`src/rtl/subtree_resp_collector.sv`:
```
// subtree_resp_collector
// ----------------------
// Merges response beats from NUM_CHILD child subtrees into one upstream
// stream toward the parent. Children are served round-robin. Accepted beats
// are buffered in a small FIFO, and each beat is tagged with the index of
// the child that produced it.
//
// Ports:
//   clk          rising-edge clock
//   rst          synchronous active-high reset
//   child_valid  per-child beat valid
//   child_data   per-child payload, child i at [i*DATA_W +: DATA_W]
//   child_ready  one-hot-or-zero accept back to the children
//   up_valid     upstream beat valid (FIFO not empty)
//   up_ready     upstream accept
//   up_data      payload at the FIFO head (0 while empty)
//   up_src       originating child index at the FIFO head (0 while empty)
//   fifo_level   current FIFO occupancy, 0..FIFO_DEPTH
//
// Optional build macro COLLECTOR_STATS_EN adds these ports:
//   beat_count   32-bit wrapping count of upstream pops
//   stall_cycles 16-bit saturating count of cycles with up_valid & !up_ready
module subtree_resp_collector #(
  parameter int NUM_CHILD  = 5,
  parameter int DATA_W     = 16,
  parameter int FIFO_DEPTH = 4
) (
  input  logic                            clk,
  input  logic                            rst,
  input  logic [NUM_CHILD-1:0]            child_valid,
  input  logic [NUM_CHILD*DATA_W-1:0]     child_data,
  output logic [NUM_CHILD-1:0]            child_ready,
  output logic                            up_valid,
  input  logic                            up_ready,
  output logic [DATA_W-1:0]               up_data,
  output logic [$clog2(NUM_CHILD)-1:0]    up_src,
  output logic [$clog2(FIFO_DEPTH):0]     fifo_level
`ifdef COLLECTOR_STATS_EN
  ,
  output logic [31:0]                     beat_count,
  output logic [15:0]                     stall_cycles
`endif
);

  localparam int SRC_W = $clog2(NUM_CHILD);
  localparam int PTR_W = $clog2(FIFO_DEPTH);
  localparam int LVL_W = PTR_W + 1;
  localparam int CND_W = SRC_W + 1;

  localparam logic [SRC_W-1:0] LAST_CHILD = SRC_W'(NUM_CHILD - 1);
  localparam logic [LVL_W-1:0] FULL_LEVEL = LVL_W'(FIFO_DEPTH);
  localparam logic [CND_W-1:0] NUM_CND    = CND_W'(NUM_CHILD);

  logic [SRC_W-1:0]  last_grant;
  logic [PTR_W-1:0]  wr_ptr;
  logic [PTR_W-1:0]  rd_ptr;
  logic [DATA_W-1:0] data_mem [FIFO_DEPTH];
  logic [SRC_W-1:0]  src_mem  [FIFO_DEPTH];

  logic              fifo_full;
  logic              grant_found;
  logic [SRC_W-1:0]  grant_idx;
  logic [DATA_W-1:0] grant_data;
  logic              push;
  logic              pop;

  assign fifo_full = (fifo_level == FULL_LEVEL);

  // Round-robin scan starting just after the last granted child. The
  // candidate index is kept one bit wider than a child index so that
  // last_grant + k never overflows before the modulo correction.
  always_comb begin
    logic [CND_W-1:0] cand;
    grant_found = 1'b0;
    grant_idx   = '0;
    cand        = '0;
    for (int k = 1; k <= NUM_CHILD; k++) begin
      cand = {1'b0, last_grant} + CND_W'(k);
      if (cand >= NUM_CND) begin
        cand = cand - NUM_CND;
      end
      if (!grant_found && child_valid[cand[SRC_W-1:0]]) begin
        grant_found = 1'b1;
        grant_idx   = cand[SRC_W-1:0];
      end
    end
  end

  // Payload of the granted child, selected by index.
  always_comb begin
    grant_data = '0;
    for (int i = 0; i < NUM_CHILD; i++) begin
      if (grant_idx == SRC_W'(i)) begin
        grant_data = child_data[i*DATA_W +: DATA_W];
      end
    end
  end

  // A full FIFO blocks every child even if the head is popping this cycle;
  // the freed slot becomes visible only once the level register updates.
  assign push        = grant_found && !fifo_full;
  assign child_ready = push ? (NUM_CHILD'(1) << grant_idx) : '0;

  assign up_valid = (fifo_level != '0);
  assign pop      = up_valid && up_ready;
  assign up_data  = up_valid ? data_mem[rd_ptr] : '0;
  assign up_src   = up_valid ? src_mem[rd_ptr]  : '0;

  // Storage needs no reset; the level and pointers decide what is live.
  always_ff @(posedge clk) begin
    if (push) begin
      data_mem[wr_ptr] <= grant_data;
      src_mem[wr_ptr]  <= grant_idx;
    end
  end

  // Pointers wrap naturally since FIFO_DEPTH is a power of two. The level
  // holds when a push and a pop coincide.
  always_ff @(posedge clk) begin
    if (rst) begin
      wr_ptr     <= '0;
      rd_ptr     <= '0;
      fifo_level <= '0;
      last_grant <= LAST_CHILD;
    end else begin
      if (push) begin
        wr_ptr     <= wr_ptr + 1'b1;
        last_grant <= grant_idx;
      end
      if (pop) begin
        rd_ptr <= rd_ptr + 1'b1;
      end
      case ({push, pop})
        2'b10:   fifo_level <= fifo_level + 1'b1;
        2'b01:   fifo_level <= fifo_level - 1'b1;
        default: fifo_level <= fifo_level;
      endcase
    end
  end

`ifdef COLLECTOR_STATS_EN
  // The pop count wraps freely; the stall count sticks at all-ones.
  always_ff @(posedge clk) begin
    if (rst) begin
      beat_count   <= '0;
      stall_cycles <= '0;
    end else begin
      if (pop) begin
        beat_count <= beat_count + 32'd1;
      end
      if (up_valid && !up_ready && (stall_cycles != 16'hFFFF)) begin
        stall_cycles <= stall_cycles + 16'd1;
      end
    end
  end
`endif

endmodule

```
`config.mk`:
```
export PLATFORM = sky130hd
export DESIGN_NAME = subtree_resp_collector
export DESIGN_NICKNAME = d
export VERILOG_FILES = /design/src/rtl/subtree_resp_collector.sv
export SDC_FILE = /design/constraint.sdc
export NUM_CORES = 1
export LEC_CHECK = 0
export ABC_AREA = 1
export ABC_CLOCK_PERIOD_IN_PS = 9680
export CORE_ASPECT_RATIO = 1.25
export CORE_MARGIN = 2
export CORE_UTILIZATION = 55
export CTS_CLUSTER_SIZE = 10
export DETAILED_ROUTE_END_ITERATION = 10
export PLACE_DENSITY = 0.86
export SLEW_MARGIN = 20
export SYNTH_ARGS = -nofsm -noshare
export SYNTH_HDL_FRONTEND = slang
export SYNTH_SLANG_ARGS = --single-unit
```
`constraint.sdc`:
```
create_clock -name clk -period 9.68 [get_ports clk]
set_clock_uncertainty 0.15 [all_clocks]
set_input_delay 1.936 -clock clk [delete_from_list [all_inputs] [get_ports clk]]
set_output_delay 1.936 -clock clk [all_outputs]
set_load 0.02 [all_outputs]
```
==> results by group, run 1 <==
Timing
  – Final Hold Vio Count: 0
  – Fmax: 0.136 GHz
  – Slew Limit Fails: 0
  – Period utilization: 76.2%
  – Setup TNS: 0 ns
  – Hold Worst Slack: 0.332 ns
  – Final worst slack: 2.31 ns
  – Final setup vio count: 0
  – Rel. slew slack: 24.8%
  – Tightest Pin Transition: 1.13 ns
  – RSZ-0062 raised after global routing: false
  – Final worst path period need: 7.37 ns

Floorplanning
  – Ports: 116
  – Die area: 0.0100 mm^2
  – Core area: 0.00908 mm^2
  – Initial core utilization: 56.1%
  – Die height: 112 um
  – Die width: 90.0 um
  – Rows: 39

Yosys
  – Synth Register Bits: 88
  – Share of the synthesized area in the top cell type: 44.8%
  – Synth unique cells: 36
  – Syn Area/Cell: 8.22 um^2
  – Register area share after synthesis: 49.6%
  – Synthesized netlist cell count: 619
  – Ys flop type: edfxtp_1
  – Cell Area, Synth: 0.00509 mm^2
  – Synth Net Count: 723
  – Yosys warns: 0
  – Post-synth EDFFs: 76
  – Area contributors post-synth: edfxtp_1 (45%), nor2_1 (9.7%), nand2_1 (8.4%), nand3_1 (6.0%), o21ai_0 (5.4%)
  – Asr flop ratio synth: 0%
  – Cell taking the most area after synthesis: edfxtp_1

Layout
  – Layout Nets: 828
  – Most common cell after layout, fill and taps aside: nor2_1
  – Commonest cells after routing, fill and taps aside: nor2_1 (127), clkdlybuf4s50_1 (115), nand2_1 (114), edfxtp_1 (76), nand3_1 (61)
  – Share of layout cells above drive strength 1: 5.49%
  – Ant diodes: 0
  – Area Growth Syn to Fin: 29.5%

Clock tree
  – TritonCTS buffer count: 9
  – Max Root-Sink Buffers: 2
  – CTS Sinks: 88
  – Post-CTS setup buffers: 0
  – Clock Latency Late Sink: 0.34 ns
  – Clock Tree Root: clkbuf_16
  – Clk pin slew, worst setup/hold paths: 0.06 ns
  – CTS resizes: 0
  – H-Tree Depth: 3
  – CTS tree: done
  – Hold_buf cts: 0

Global route
  – Number of global-route vias before repair: 4734
  – Total track usage: 29.8%
  – Grt met3 use: 5.75%
  – Met1 Usage GRT: 32.4%
  – Initial antenna violation count: 0
  – Grt ovf: 0
  – Pin count of the biggest net entering global routing: 40
  – Gr busiest metal: met2
  – First-pass GRT wire length: 23.1 mm
  – Grt met2 use: 54.3%

Routing
  – Initial DRC count: 334
  – Residual DRC: 0
  – DR vias: 4755
  – Total wire length: 15.0 mm
  – Routed Antenna Nets: 0
  – DR vias/cell: 5.59
  – Router iterations before antenna repair: 5
  – Wirelength per Cell: 17.6 um

Placed design
  – Routability cong.: 0.940
  – Buffers on Ports: 115
  – Pre-CTS setup slack: 2.37 ns
  – Post-DP HPWL: 10.7 mm

Run
  – Max-cap violations: 0

Worst setup path
  – CP required: 7.59 ns
  – WS Path Type: flip-flop to output port
  – CP max FO: 26
  – Startpoint Class: flip-flop
  – CP arrival: 5.29 ns
  – CP endpoint kind: output port

Worst hold path
  – Min-delay worst type: flip-flop to flip-flop

Outcome
  – Outcome: complete, no violations
synth_stat cells, types with 2 or more instances:
master / n
inv_2: 5
nand2_1: 114
xor2_1: 2
nand2_2: 2
inv_1: 51
nor3_1: 2
a21oi_1: 30
a21oi_2: 2
dfxtp_1: 12
nor2_4: 2
edfxtp_1: 76
clkinv_1: 2
clkbuf_1: 11
buf_2: 4
o211ai_1: 3
o21ai_2: 2
buf_6: 3
nand3_2: 5
fa_1: 2
nand3_4: 2
nand4_1: 9
buf_4: 4
nor2_1: 131
nand3_1: 61
o21ai_0: 55
ha_1: 14
o21ai_1: 4
critical path, stage by stage (launching register included):
cell             delay (ns)
dfxtp_1                0.50
inv_2                  0.28
ha_1                   0.18
inv_1                  0.05
fa_1                   0.38
inv_1                  0.12
nand2_2                0.12
o21ai_0                0.60
nand3_1                0.16
nand2_1                0.16
a21oi_2                0.08
nand4_1                0.12
nor2_1                 0.05
nor2_1                 0.12
nand3_2                0.49
nand2b_1               0.67
nor2_1                 0.22
clkdlybuf4s50_1        0.63
routing by layer:
layer  wire (um)  share of wire (%)  up-vias
met3        1060                7.1       44
met1        5350                 36     2188
li1            -                  -     2284
met2        7890                 53      239
met4         664                4.4        0
met5           0                  0        -
registers in the layout (all words and copies together), names as in the netlist, named ones only:
register	count
fifo_level	3
rd_ptr	2
data_mem	64
wr_ptr	2
last_grant	3
src_mem	12
cell type report:
type	count	area (um^2)
Clock buffer	10	229
Clock inverter	5	58.8
Inverter	58	218
Sequential cell	88	2520
Fill cell	685	2490
Timing Repair Buffer	117	1170
Multi-Input combinational cell	450	2240
Tap cell	123	154
logic make-up (layout without fill, tap and decap cells):
logic type | after synthesis | in the layout | synth area share (%)
AND/OR/NAND/NOR | 331 | 331 | 28.4
AO/OA/AOI/OAI | 100 | 100 | 10.5
flip-flops | 88 | 88 | 49.6
buffers and inverters | 81 | 190 | 6.81
adder cells (fa/ha/maj) | 16 | 16 | 4.23
XOR/XNOR | 3 | 3 | 0.516
metrics by stage:
| step | instances | utilization [%] | area (um^2) |
|---|---|---|---|
| floorplan | 619 | - | 5090 |
| global placement | 836 | 69.3 | 6290 |
| detailed placement | 836 | 69.3 | 6290 |
| CTS | 851 | 72.5 | 6580 |
| global route | 851 | 72.6 | 6590 |
| finish | 851 | 72.6 | 6590 |
path summary, 6_finish.rpt:
kind / from / endpoint / slack [ns] / cells after the start
worst max-delay path: last_grant[0] / child_ready[2] / 2.31 / 17
worst min-delay path: rd_ptr[0] / rd_ptr[0] / 0.33 / 1
worst max register to register: last_grant[0] / data_mem[0][14] / 4.68 / 17
worst min register to register: rd_ptr[0] / rd_ptr[0] / 0.33 / 1
Power of run 1 is left out: the tool's default activity adds up to more than one toggle a clock period on the data nets, which glitch-free logic cannot reach.
==> run 2: changes to the inputs <==
--- a/config.mk
+++ b/config.mk
@@ -6,13 +6,13 @@
 export NUM_CORES = 1
 export LEC_CHECK = 0
 export ABC_AREA = 1
-export ABC_CLOCK_PERIOD_IN_PS = 9680
+export ABC_CLOCK_PERIOD_IN_PS = 5920
 export CORE_ASPECT_RATIO = 1.25
 export CORE_MARGIN = 2
-export CORE_UTILIZATION = 55
+export CORE_UTILIZATION = 46
 export CTS_CLUSTER_SIZE = 10
 export DETAILED_ROUTE_END_ITERATION = 10
-export PLACE_DENSITY = 0.86
+export PLACE_DENSITY = 0.77
 export SLEW_MARGIN = 20
 export SYNTH_ARGS = -nofsm -noshare
 export SYNTH_HDL_FRONTEND = slang
==> constraint.sdc (replaced) <==
create_clock -name clk -period 5.92 [get_ports clk]
set_clock_uncertainty 0.15 [all_clocks]
set_input_delay 1.184 -clock clk [delete_from_list [all_inputs] [get_ports clk]]
set_output_delay 1.184 -clock clk [all_outputs]
set_load 0.02 [all_outputs]
==> run 2 against run 1 <==
Critical path depth decreased by 2. Cell count is 2.4% higher. Wire length up 2.8%. Via count is 2.0% lower. Largest cell class unchanged.
==> results by group, run 2 (synthesis results as in run 1) <==
Routing
  – Initial DRC count: 242
  – WL met1: 5.89 mm
  – DR vias: 4660
  – Router iterations before antenna repair: 5
  – Residual DRC: 0
  – Routed Antenna Nets: 0
  – DR vias/cell: 5.35
  – DR WL met3: 927 um
  – Uppermost layer routed: met4
  – Met2 Wirelength: 8.10 mm
  – Wirelength per Cell: 17.7 um
  – Total wire length: 15.4 mm

Global route
  – Pin count of the biggest net entering global routing: 40
  – Initial antenna violation count: 0
  – Number of global-route vias before repair: 4674
  – First-pass GRT wire length: 23.6 mm
  – Grt ovf: 0
  – Total track usage: 26.1%

Layout
  – Top reg by flops: data_mem
  – Largest register FFs: 64
  – Fill count: 892
  – Ant diodes: 0
  – Area Growth Syn to Fin: 30.9%
  – Layout Nets: 838
  – Most common cell after layout, fill and taps aside: nor2_1
  – Share of layout cells above drive strength 1: 7.17%
  – Commonest cells after routing, fill and taps aside: nor2_1 (127), clkdlybuf4s50_1 (115), nand2_1 (114), edfxtp_1 (76), nand3_1 (61)
  – Largest registers: data_mem x64, src_mem x12
  – Area of the multi-input gates: 0.00223 mm^2
  – Register area: 0.00252 mm^2

Timing
  – Final worst path period need: 5.50 ns
  – Period utilization: 92.8%
  – Slew Limit Fails: 0
  – Fmax: 0.182 GHz
  – RSZ-0062 raised after global routing: false
  – Final setup vio count: 0
  – Final Hold Vio Count: 0
  – Tightest Pin Transition: 0.979 ns
  – Rel. slew slack: 34.7%
  – Setup TNS: 0 ns

Floorplanning
  – Core area: 0.0107 mm^2
  – Rows: 42
  – Ports: 116
  – Die area: 0.0119 mm^2
  – Initial core utilization: 47.7%
  – Die height: 122 um
  – Die width: 98.1 um

Clock tree
  – Clk pin slew, worst setup/hold paths: 0.07 ns
  – Post-CTS setup buffers: 0
  – CTS tree: done
  – CTS Sinks: 88
  – Max Root-Sink Buffers: 2
  – TritonCTS buffer count: 9
  – CTS resizes: 0
  – H-Tree Depth: 3
  – Hold_buf cts: 0
  – Clock Tree Root: clkbuf_16
  – Clock Latency Late Sink: 0.34 ns

Worst setup path
  – Crit path capture: child_ready[0]
  – Worst r2r src: last_grant[1]
  – Startpoint Class: flip-flop
  – R2R depth: 19
  – CP arrival: 4.16 ns
  – WS Path Type: flip-flop to output port
  – FF-to-FF End: data_mem[3][0]
  – Crit path from: last_grant[1]
  – CP required: 4.59 ns
  – CP max FO: 13
  – CP endpoint kind: output port
  – R2R setup slack: 1.55 ns

Placed design
  – Routability cong.: 0.930
  – Buffers on Ports: 115
  – Post-DP HPWL: 11.2 mm

Run
  – Max-cap violations: 0

Worst hold path
  – Min-delay worst type: flip-flop to flip-flop

Outcome
  – Outcome: complete, no violations
==> run 2: cell types whose count changed in the layout (fill, tap and decap cells not counted), moves of 2 or more <==
cell,before,now
buf_4,2,12
clkinv_4,2,0
inv_4,0,2
inv_6,0,2
nor2_2,2,4
nor2_4,4,2
==> run 2: worst max-delay path, stage by stage, from the launching register on <==
cell	delay (ns)
dfxtp_1	0.49
ha_1	0.20
inv_1	0.05
fa_1	0.37
inv_1	0.11
nand2_2	0.10
a21oi_1	0.31
nand2_1	0.11
nor3_1	0.31
a21oi_2	0.08
nand4_1	0.13
nor2_1	0.05
nor2_1	0.13
nand3_2	0.29
nor4_4	0.41
clkdlybuf4s50_1	0.66
==> run 2: metal layers <==
metal  global-route usage, %  vias up
met5                       0        -
met4                    11.2        0
met3                    5.16       31
met2                    48.8      188
met1                    28.7     2137
li1                        -     2304
==> run 2: area by class of cell <==
type / count / area share, %
Multi-Input combinational cell: 450 / 33.5
Sequential cell: 88 / 37.9
Clock buffer: 10 / 3.59
Tap cell: 132 / 2.48
Clock inverter: 6 / 0.695
Timing Repair Buffer: 127 / 18.6
Inverter: 58 / 3.27
==> run 2: how the worst min path moves through the flow <==
stage                          from        end  slack, ns  cells after the start
after global placement    rd_ptr[1]  rd_ptr[1]       0.30                      2
final                     rd_ptr[1]  rd_ptr[1]       0.32                      2
after CTS                 rd_ptr[1]  rd_ptr[1]       0.32                      2
after detailed placement  rd_ptr[1]  flip-flop       0.31                      2
after global routing      rd_ptr[1]  rd_ptr[1]       0.35                      2
after floorplan           rd_ptr[1]  flip-flop       0.29                      2
==> run 2: stage by stage <==
| stage | area, um^2 | worst slack, ns | utilization (%) | hold slack (ns) | instances |
|---|---|---|---|---|---|
| final | 6660 | 0.424 | 62.4 | 0.323 | 871 |
| after global routing | 6660 | 0.119 | 62.4 | 0.349 | 871 |
| after CTS | 6660 | 0.489 | 62.4 | 0.325 | 871 |
| after detailed placement | 6380 | 0.775 | 59.8 | 0.312 | 855 |
| after global placement | 6380 | 0.807 | 59.8 | 0.302 | 855 |
| after floorplan | 5090 | 1.64 | - | 0.286 | 619 |
Power of run 2 is left out for the same reason.
